--- config.mk ---
export PLATFORM = sky130hd
export DESIGN_NAME = lsu_wb_stage
export DESIGN_NICKNAME = d
export VERILOG_FILES = /design/src/rtl/lsu_wb_stage.sv
export SDC_FILE = /design/constraint.sdc
export NUM_CORES = 1
export LEC_CHECK = 0
export CORE_UTILIZATION = 30
export CTS_CLUSTER_SIZE = 16
export DETAILED_ROUTE_END_ITERATION = 7
export SYNTH_ARGS = -nofsm -noshare
export SYNTH_HDL_FRONTEND = slang
export SYNTH_SLANG_ARGS = --single-unit
--- constraint.sdc ---
create_clock -name clk -period 6.7 [get_ports clk]
set_input_delay 2.01 -clock clk [delete_from_list [all_inputs] [get_ports clk]]
set_output_delay 2.01 -clock clk [all_outputs]
set_load 0.01 [all_outputs]
--- src/rtl/lsu_wb_stage.sv ---
// Load/store unit and W-stage register: drives a valid/ready data bus with variable
// latency, stalls M while an access is outstanding, and extends load data into W.
module lsu_wb_stage #(
  parameter int DATA_W = 32,
  parameter int ADDR_W = 32,
  parameter int BE_W   = DATA_W / 8,
  parameter int REG_AW = 5
) (
  input  logic              clk,
  input  logic              reset,
  input  logic              m_valid,
  input  logic [ADDR_W-1:0] m_pc,
  input  logic [DATA_W-1:0] m_alu_res,
  input  logic [DATA_W-1:0] m_rd2,
  input  logic [REG_AW-1:0] m_rt,
  input  logic              m_is_load,
  input  logic              m_is_store,
  input  logic [1:0]        m_size,
  input  logic              m_sign,
  input  logic              m_rf_we,
  input  logic [REG_AW-1:0] m_a3,
  output logic              stall_m,
  output logic              dbus_req_valid,
  input  logic              dbus_req_ready,
  output logic              dbus_we,
  output logic [ADDR_W-1:0] dbus_addr,
  output logic [BE_W-1:0]   dbus_byteen,
  output logic [DATA_W-1:0] dbus_wdata,
  input  logic              dbus_rsp_valid,
  input  logic [DATA_W-1:0] dbus_rdata,
  output logic              w_valid,
  output logic [ADDR_W-1:0] w_pc,
  output logic              w_rf_we,
  output logic [REG_AW-1:0] w_a3,
  output logic [DATA_W-1:0] w_wd,
  output logic [1:0]        w_exc
);

  localparam int OFF_W = $clog2(BE_W);
  localparam logic [1:0] EXC_NONE = 2'b00;
  localparam logic [1:0] EXC_ADEL = 2'b01;
  localparam logic [1:0] EXC_ADES = 2'b10;

  typedef enum logic [1:0] {IDLE, REQ, WAIT} state_e;

  state_e state;
  state_e state_next;

  logic [OFF_W-1:0]  off;
  logic              memop;
  logic              misaligned;
  logic              memop_aligned;
  logic              fwd_hit;
  logic [DATA_W-1:0] store_src;
  logic [DATA_W-1:0] store_shifted;
  logic [BE_W-1:0]   byteen_next;
  logic [ADDR_W-1:0] eff_addr;
  logic [ADDR_W-1:0] beat_addr;

  logic [ADDR_W-1:0] req_addr;
  logic              req_we;
  logic [BE_W-1:0]   req_byteen;
  logic [DATA_W-1:0] req_wdata;

  logic [DATA_W-1:0] w_raw;
  logic [OFF_W-1:0]  w_off;
  logic [1:0]        w_size;
  logic              w_sign;
  logic              w_load;

  logic [DATA_W-1:0] load_shift;
  logic [DATA_W-1:0] ext_mask;
  logic              sign_bit;
  logic [DATA_W-1:0] load_ext;

  assign off           = m_alu_res[OFF_W-1:0];
  assign memop         = m_valid & (m_is_load | m_is_store);
  assign memop_aligned = memop & ~misaligned;
  assign eff_addr      = ADDR_W'(m_alu_res);
  assign beat_addr     = {eff_addr[ADDR_W-1:OFF_W], {OFF_W{1'b0}}};

  always_comb begin
    misaligned = 1'b0;
    case (m_size)
      2'd0:    misaligned = 1'b0;
      2'd1:    misaligned = off[0];
      2'd2:    misaligned = (off[1:0] != 2'b00);
      default: misaligned = (DATA_W < 64) ? 1'b1 : (off != '0);
    endcase
  end

  // Store data may depend on the instruction currently in W.
  always_comb begin
    fwd_hit       = w_rf_we & (w_a3 != '0) & (w_a3 == m_rt);
    store_src     = fwd_hit ? w_wd : m_rd2;
    store_shifted = store_src << {off, 3'b000};
  end

  always_comb begin
    byteen_next = '1;
    case (m_size)
      2'd0:    byteen_next = BE_W'(1) << off;
      2'd1:    byteen_next = BE_W'(3) << off;
      2'd2:    byteen_next = BE_W'(15) << off;
      default: byteen_next = '1;
    endcase
  end

  always_ff @(posedge clk) begin
    if (reset) begin
      state <= IDLE;
    end else begin
      state <= state_next;
    end
  end

  always_comb begin
    state_next = state;
    case (state)
      IDLE:    if (memop_aligned)  state_next = REQ;
      REQ:     if (dbus_req_ready) state_next = WAIT;
      WAIT:    if (dbus_rsp_valid) state_next = IDLE;
      default: state_next = IDLE;
    endcase
  end

  always_comb begin
    dbus_req_valid = (state == REQ);
    stall_m        = memop_aligned & ~((state == WAIT) & dbus_rsp_valid);
  end

  // The forwarded value is frozen here: W turns into a bubble while M is stalled.
  always_ff @(posedge clk) begin
    if (reset) begin
      req_addr   <= '0;
      req_we     <= 1'b0;
      req_byteen <= '0;
      req_wdata  <= '0;
    end else if ((state == IDLE) && memop_aligned) begin
      req_addr   <= beat_addr;
      req_we     <= m_is_store & ~m_is_load;
      req_byteen <= byteen_next;
      req_wdata  <= store_shifted;
    end
  end

  assign dbus_addr   = req_addr;
  assign dbus_we     = req_we;
  assign dbus_byteen = req_byteen;
  assign dbus_wdata  = req_wdata;

  always_ff @(posedge clk) begin
    if (reset) begin
      w_valid <= 1'b0;
      w_pc    <= '0;
      w_rf_we <= 1'b0;
      w_a3    <= '0;
      w_exc   <= EXC_NONE;
      w_raw   <= '0;
      w_off   <= '0;
      w_size  <= 2'd0;
      w_sign  <= 1'b0;
      w_load  <= 1'b0;
    end else if (stall_m) begin
      w_valid <= 1'b0;
      w_rf_we <= 1'b0;
      w_exc   <= EXC_NONE;
    end else begin
      w_valid <= m_valid;
      w_pc    <= m_pc;
      w_rf_we <= m_valid & m_rf_we & ~(memop & misaligned);
      w_a3    <= m_a3;
      if (memop & misaligned) begin
        w_exc <= m_is_load ? EXC_ADEL : EXC_ADES;
      end else begin
        w_exc <= EXC_NONE;
      end
      w_raw  <= (memop_aligned & m_is_load) ? dbus_rdata : m_alu_res;
      w_off  <= off;
      w_size <= m_size;
      w_sign <= m_sign;
      w_load <= memop_aligned & m_is_load;
    end
  end

  // Extension works on a lane-aligned copy of the beat, masking to the access width.
  always_comb begin
    load_shift = w_raw >> {w_off, 3'b000};
    ext_mask   = '0;
    sign_bit   = 1'b0;
    case (w_size)
      2'd0: begin
        ext_mask[7:0] = '1;
        sign_bit      = load_shift[7];
      end
      2'd1: begin
        ext_mask[15:0] = '1;
        sign_bit       = load_shift[15];
      end
      2'd2: begin
        ext_mask[31:0] = '1;
        sign_bit       = load_shift[31];
      end
      default: begin
        ext_mask = '1;
        sign_bit = 1'b0;
      end
    endcase
    load_ext = (load_shift & ext_mask) | ((w_sign & sign_bit) ? ~ext_mask : '0);
    w_wd     = w_load ? load_ext : w_raw;
  end

endmodule

==> results.txt, run 1 <==
- Library cells used by synthesis: 67
* Top Layer Used: met5
- Endpoint type of the worst setup path: output pin
* Clock power frac: 38.6%
* Leading area contributor after synthesis: sky130_fd_sc_hd__dfxtp_1
- 0 antenna diodes ended up in the layout.
- In this run the standard cell core region covers between 0.02 and 0.025 mm².
- Crit. Startpoint: m_size[0]
* Capture instance of the worst register-to-register path: dbus_wdata[20]
* Wire length on met2: 13400 µm
- Buffers inserted during post-CTS setup optimization: 0
- Number of port buffers: 290
- Quantity of gates resized following cts: 0
- The initial antenna violation count was 1.
* Post-layout minimum cycle time: between 6 and 7 ns
- Final hold violation count: 0
- Setup repair after global routing left no endpoint under its margin.
- The first global-routing pass estimated ~44000 µm of wire.
- Share of post-route cells with drive strength above 1: 5.858%
- Max Fanout on Critical Path: 4
- The worst setup path is launched from an input port.
- H-tree depth: 4
- DRC violations left: 0
- Setup-violating endpoint count in the final report: 0
- Hold crit path type: flip-flop to flip-flop
- Fill cells: around 2400
- Worst-Margin Slew: roughly 1.1 ns
- Floorplan die area: between 0.02 and 0.03 mm²
* Comb pwr share: a little over a fifth
* Clock tree from TritonCTS: yes
- Synth-to-Final Area Change: 47.59%
- From left edge to right edge, the die measures 160.5 µm.
* Tcrit/Tclk final: 93.37%
- Reg2reg setup slack: about 3.6 ns
- Total half-perimeter wirelength after legalization and detailed placement: around 21000 µm
* Highest-count cells in the layout ignoring fill and taps: sky130_fd_sc_hd__clkdlybuf4s50_1 (289), sky130_fd_sc_hd__nand2_1 (188), sky130_fd_sc_hd__dfxtp_1 (148)
* Number of synthesized flops with an enable pin: 0
- Buffer cell driving the clock tree root: sky130_fd_sc_hd__clkbuf_16
- Most common cell after layout, fill and taps aside: sky130_fd_sc_hd__clkdlybuf4s50_1
- Final-report max-slew violation count: 0
- Total placed instance area: about 0.011 mm²
- For this run, the post-layout net count is between 1000 and 1500.
* Per-cell via count in the routed design: about 5.2
- Yosys reg bits: ~150
* Highest clock frequency the design can meet: approximately 0.16 GHz
* Share of Yosys cell area claimed by the top area cell type: about two fifths
* End point of the critical path: stall_m
- Number of clock sinks: approximately 150
* Total Negative Setup Slacks: 0 ns
- In the final routed layout, each cell accounts on average for around 19 µm.
- Power Dens Cells: approximately 220 mW/mm²
- Entering global routing, the biggest net connects approximately 110 pins.
- At the worst endpoint, the arrival time is about 4.3 ns.
- Between clock sinks in the finished design, the worst skew comes to ~0.009 ns.
* Setup CP Type: input port to output pin
* Routability congestion estimate: 0.8976
- Number of core rows: 57
* Wire length the detailed router placed on met1: ~13000 µm
- By area the synthesized netlist is led by sky130_fd_sc_hd__dfxtp_1 (39%), sky130_fd_sc_hd__nand2_1 (9.4%), sky130_fd_sc_hd__a21oi_1 (7.8%).
- The initial utilization of the core area, before any placement, comes to between 30% and 40%.
- Cells after DPL: 1504
- Max capacitance violation total: 0
* Detailed-routed wire length on met3: between 2000 and 3000 µm
* TritonCTS buffer count: 17
* Max-slew headroom at the worst pin: 26.50%
- Internal Dissipation: between 1.5 and 2 mW
- After clock tree synthesis, the clock-pin slew on the worst setup and hold paths is about 0.070 ns.
- For the worst setup path, the data required time is ~4.7 ns.
- The first detailed-routing pass took 5 iterations.
- Number of cells in the finished layout apart from fillers: 1536
- The detailed router finished its first iteration with roughly 540 violations.
* Max Buffers Root-to-Sink: 2
- Area of all placed cells without fillers: approximately 0.011 mm²
- Switching portion of total power: between 30% and 40%
- Peak supply drop: 0.1488 mV
* Number of placed I/O pins: 293
* Syn Area/Cell: a little under 8 µm²
* Worst reg2reg path depth: 8
- Sw power: between 700 and 800 µW
- Height of the die: roughly 160 µm
- The analysis attributes to cell leakage a power of 4.061 nW.
* Core Util, Final: 45.48%
* Final global-route overflow total: 0
- Top_reg_cell synth: sky130_fd_sc_hd__dfxtp_1
* Seq/Total Area, Yosys: 39.31%
- Final WL: around 29000 µm
- After technology mapping, the gate count stands at between 900 and 1000.
- Count of warnings emitted by yosys: 0
- Insertion delay of the later-clocked pin in the worst-skew pair: 0.44 ns
- Count of hold buffers inserted by post-cts repair: 0
- The startpoint identified for the worst register-to-register timing path is w_load.
* Detail Route Antenna Nets: 0
* Status: finished clean
- The number of global-route vias before repair is roughly 7600.
* Total vias in the final route: 7995
- All-Layer GR Usage: 22.40%
- Summing every instance area after synthesis gives between 0.007 and 0.008 mm².
- Async set or reset register ratio after synthesis: 0%
* Portion of total power attributed to sequential cells: 40.6%
power by group through the flow:
stage	Sequential [mW]	Clock [mW]	Combinational, mW
after global placement	1.01	0	0.510
after CTS	0.992	0.968	0.514
after detailed placement	1.01	0	0.511
after floorplan	1.01	0	0.231
after global routing	0.999	1.01	0.550
final	0.994	0.945	0.510
sequential cells by signal (all words and copies together) (netlist names):
signal / count
dbus_addr: 30
w_sign: 1
dbus_we: 1
w_valid: 1
w_a3: 5
w_off: 2
w_raw: 32
w_size: 2
w_exc: 2
state: 2
w_rf_we: 1
dbus_byteen: 4
w_load: 1
w_pc: 32
dbus_wdata: 32
cells in the mapped netlist, drive strengths merged, types with 4 or more instances:
| master | number |
|---|---|
| o21ai | 47 |
| dfxtp | 148 |
| o211ai | 11 |
| a32oi | 5 |
| a211oi | 34 |
| a21oi | 120 |
| nand3 | 5 |
| mux2i | 49 |
| nand2b | 11 |
| inv | 12 |
| mux2 | 8 |
| nor3 | 13 |
| a221o | 7 |
| nand2 | 189 |
| nor3b | 7 |
| nor2b | 4 |
| nor2 | 81 |
| a22oi | 21 |
| o22ai | 15 |
| a31oi | 17 |
| o21a | 9 |
| buf | 41 |
| a21o | 15 |
| clkbuf | 40 |
| a22o | 4 |
| o2bb2ai | 4 |
through the flow:
step	hold slack (ns)	total power, mW	setup slack, ns
3_5_place_dp	0.4404	1.522	0.4467
2_1_floorplan	0.4542	1.238	1.288
6_report	0.4493	2.449	0.4445
3_3_place_gp	0.4368	1.519	0.4780
5_1_grt	0.4732	2.558	0.3009
4_1_cts	0.4523	2.473	0.4271
area by class of cell:
type	count	area, µm²	share of cell area (%)
Clock buffer	18	429.2	3.858
Clock inverter	14	135.1	1.215
Sequential cell	148	2963	26.63
Inverter	14	52.55	0.4724
Timing Repair Buffer	303	2998	26.95
Tap cell	324	405.4	3.644
Multi-Input combinational cell	715	4141	37.23
kinds of logic after synthesis:
| logic type | share of synthesized area, % |
|---|---|
| and+or+nand+nor | 19.22 |
| AOI/OAI and AO/OA | 26.56 |
| DFF | 39.31 |
| buffers and inverters | 5.893 |
| muxes | 8.001 |
| xor gates and xnor gates | 0.4649 |
| adders and majority gates | 0.4981 |
| other | 0.04975 |
worst max-delay path, cell delays in order:
cell and delay, ns:
sky130_fd_sc_hd__clkdlybuf4s50_1 0.54, sky130_fd_sc_hd__inv_1 0.06, sky130_fd_sc_hd__ha_1 0.24, sky130_fd_sc_hd__a21oi_2 0.20, sky130_fd_sc_hd__o21ai_1 0.14, sky130_fd_sc_hd__or3_4 0.42
sky130_fd_sc_hd__inv_2 0.06, sky130_fd_sc_hd__clkdlybuf4s50_1 0.56
routing by layer:
metal	vias up	GRT usage, %
met5	-	0
met4	2	6.364
met3	33	7.283
met2	326	35.40
met1	3757	29.00
li1	3877	-
how the worst min path moves through the flow:
stage | startpoint | end | slack, ns | depth (start not counted)
floorplan | w_sign | w_sign | 0.45 | 2
global placement | w_pc[23] | w_pc[23] | 0.44 | 2
detailed placement | dbus_wdata[14] | dbus_wdata[14] | 0.44 | 1
CTS | w_pc[29] | w_pc[29] | 0.45 | 2
global route | w_pc[14] | w_pc[14] | 0.47 | 2
finish | w_pc[29] | w_pc[29] | 0.45 | 2
Power figures use the tool's default switching activity.
==> inputs of run 2 (changes only) <==
--- a/constraint.sdc
+++ b/constraint.sdc
@@ -3,2 +3,2 @@
 set_output_delay 2.01 -clock clk [all_outputs]
-set_load 0.01 [all_outputs]
+set_load 0.05 [all_outputs]
==> run 2 against run 1 <==
Fmax rose by 6.6%. Global-route usage fell by 0.15 points. Critical path depth unchanged. Die area stayed put. Critical path type unchanged.
==> results.txt, run 2 (synthesized netlist as in run 1, its figures left out) <==
- Required time at the endpoint of the critical path: between 4 and 5 ns
- The number of clock buffers added by TritonCTS is 17.
* CORE AREA: approximately 0.024 mm²
- Crit path arrival time: between 3 and 4 ns
* Max capacitance violation total: 0
* Highest clock frequency the design can meet: approximately 0.17 GHz
- Once placement finished, the instance area stood at between 0.01 and 0.015 mm².
- Peak supply drop: roughly 0.17 mV
- At the end of the flow the core is filled with cells to between 40% and 50%.
* Height of the die: between 150 and 200 µm
- Tcrit/Tclk final: a little under 90%
- For this block, the routed nets add up to 29020 µm of wire.
- The flow ran to the end, and the final reports show no timing, DRC or antenna violations.
- Power Dens Cells: between 200 and 250 mW/mm²
- Max Fanout on Critical Path: 4
- GRT met1 Usage: 28.84%
- Per-cell via count in the routed design: about 5.2
* Chip width: 160.5 µm
- First-pass DRT Iterations: 5
* Hold crit path type: flip-flop to flip-flop
- Number of clock sinks: approximately 150
- Setup violations remaining at the end of the flow were counted as 0.
- 293 I/O pins were placed.
- Pre-CTS setup slack: 0.8319 ns
* Setup repair after global routing missed its margin: false
- M3 GR Usage: between 6 and 7%
- Detailed placement finished with a half-perimeter wire length of approximately 21000 µm.
- Final hold violation count: 0
* Max Buffers Root-to-Sink: 2
* Footprint of the multi-input gates: between 0.004 and 0.005 mm²
- Total vias in the final route: ~8000
- The final max-slew violation count came to 0.
- The sequential cells in the finished layout cover a total of a little under 0.003 mm².
* Final setup margin: 0.8333 ns
- Final worst clock skew: 0.008548 ns
- Number of global-route vias before repair: roughly 7700
- Routability-driven placement finished with a final weighted congestion of between 0.9 and 1.
- Count of hold buffers inserted by post-cts repair: 0
- The root buffer cell chosen for the clock tree is sky130_fd_sc_hd__clkbuf_16.
- In this run, post-CTS repair resized a total of 0 instances.
* Standard cell with the maximum stage delay on the critical path: sky130_fd_sc_hd__clkdlybuf4s50_1
* Antenna violations before repair: 0
- Average routed wire per standard cell: 18.90 µm
* Clock transition at the registers of the reported paths: ~0.060 ns
* Maximum number of pins on one net before global-route repair: around 110
* Sort of element at the start of the critical path: input port
- Of the cells placed in the final design, the portion with a size suffix greater than 1 is under 10%.
* Final nets: 1351
- DRC violations left: 0
- Total Negative Setup Slacks: 0 ns
- Area of all placed cells without fillers: 0.01116 mm²
* Worst-Margin Slew: 1.107 ns
- By startpoint and endpoint, the worst setup path is classified as input port to output pin.
- The later pin in the worst-skew pair is clocked with a latency of roughly 0.43 ns.
- DRT iter0 DRCs: between 400 and 500
* Cells along the critical path: clkdlybuf4s50_1 -> inv_1 -> ha_1 -> a21oi_2 -> o21ai_1 -> or3_4 -> inv_2 -> buf_12
* Slowest stage delay, CP: 0.54 ns
* Number of core rows: 57
- Buffers inserted during post-CTS setup optimization: 0
* Floorplan die area: approximately 0.026 mm²
- Endpoint type of the worst setup path: output pin
- The area growth from synthesis to layout is 48.12%.
- H-tree depth: 4
- Most common cell after layout, fill and taps aside: sky130_fd_sc_hd__clkdlybuf4s50_1
* Number of diodes: 0
* Final global-route overflow total: 0
- All-Layer GR Usage: ~22%
- Global routing met2 resource utilization: between 30% and 40%
- The routed design could run at a clock period as short as 5.867 ns.
- Fill cells: between 2000 and 2500
- Headroom to the max-slew limit came out at a little over a quarter.
* Clock tree from TritonCTS: yes
* Detail Route Antenna Nets: 0
* Highest-count cells in the layout ignoring fill and taps: sky130_fd_sc_hd__clkdlybuf4s50_1 (288), sky130_fd_sc_hd__nand2_1 (188), sky130_fd_sc_hd__dfxtp_1 (148)
- Most crowded layer after global routing: met2
- Once the floorplan was initialized, standard cells occupied between 30% and 40% of the core.
* Leakage component of the power: between 4 and 5 nW
- Number of port buffers: a little under 300
* Wire length of the first global-routing pass: 44400 µm
==> run 2: cell types whose count changed in the layout (fill, tap and decap cells not counted) <==
cell	previous run	this run
sky130_fd_sc_hd__clkdlybuf4s50_1	289	288
sky130_fd_sc_hd__clkbuf_1	1	0
sky130_fd_sc_hd__inv_6	4	5
sky130_fd_sc_hd__clkbuf_8	0	1
sky130_fd_sc_hd__clkinvlp_4	2	1
sky130_fd_sc_hd__inv_8	6	5
sky130_fd_sc_hd__bufinv_16	0	1
sky130_fd_sc_hd__buf_12	0	1
==> run 2: power breakdown <==
part           switching (mW)  leakage [nW]  internal [mW]
combinational           0.415          2.57          0.261
clock                   0.451         0.292          0.542
sequential             0.0559          1.22          0.937
total                   0.922          4.08           1.74
==> run 2: area by class of cell <==
class	count	share of cell area [%]
well taps	324	3.631
repair buffers	303	26.94
flip-flops and latches	148	26.54
clock inverters	14	1.390
multi-input cells	715	37.09
clock buffers	18	3.934
inverters	14	0.4707
==> run 2: final timing paths <==
check                           startpoint              to  slack, ns  depth (start not counted)
worst max-delay path             m_size[0]         stall_m       0.83                          8
worst min-delay path              w_pc[21]        w_pc[21]       0.45                          2
worst max register to register      w_load  dbus_wdata[20]       3.66                          8
worst min register to register    w_pc[21]        w_pc[21]       0.45                          2
==> run 2: critical path: cells and delay by family <==
family | cells | cell delay [ns]
and+or+nand+nor | 1 | 0.42
adders and majority gates | 1 | 0.24
buffers and inverters | 4 | 0.84
AOI/OAI and AO/OA | 2 | 0.35
==> run 2: stage by stage <==
stage	power, mW	hold WS [ns]	cells
2_1_floorplan	1.405	0.4542	958
4_1_cts	2.685	0.4526	1536
3_3_place_gp	1.684	0.4367	1504
6_report	2.661	0.4475	1536
3_5_place_dp	1.688	0.4451	1504
5_1_grt	2.769	0.4691	1536
==> run 2: per-layer routing <==
| metal | part of all wire [%] | vias up |
|---|---|---|
| met1 | 43 | 3721 |
| met2 | 46 | 347 |
| met5 | 0 | - |
| met3 | 9.4 | 36 |
| li1 | - | 3882 |
| met4 | 1.6 | 0 |
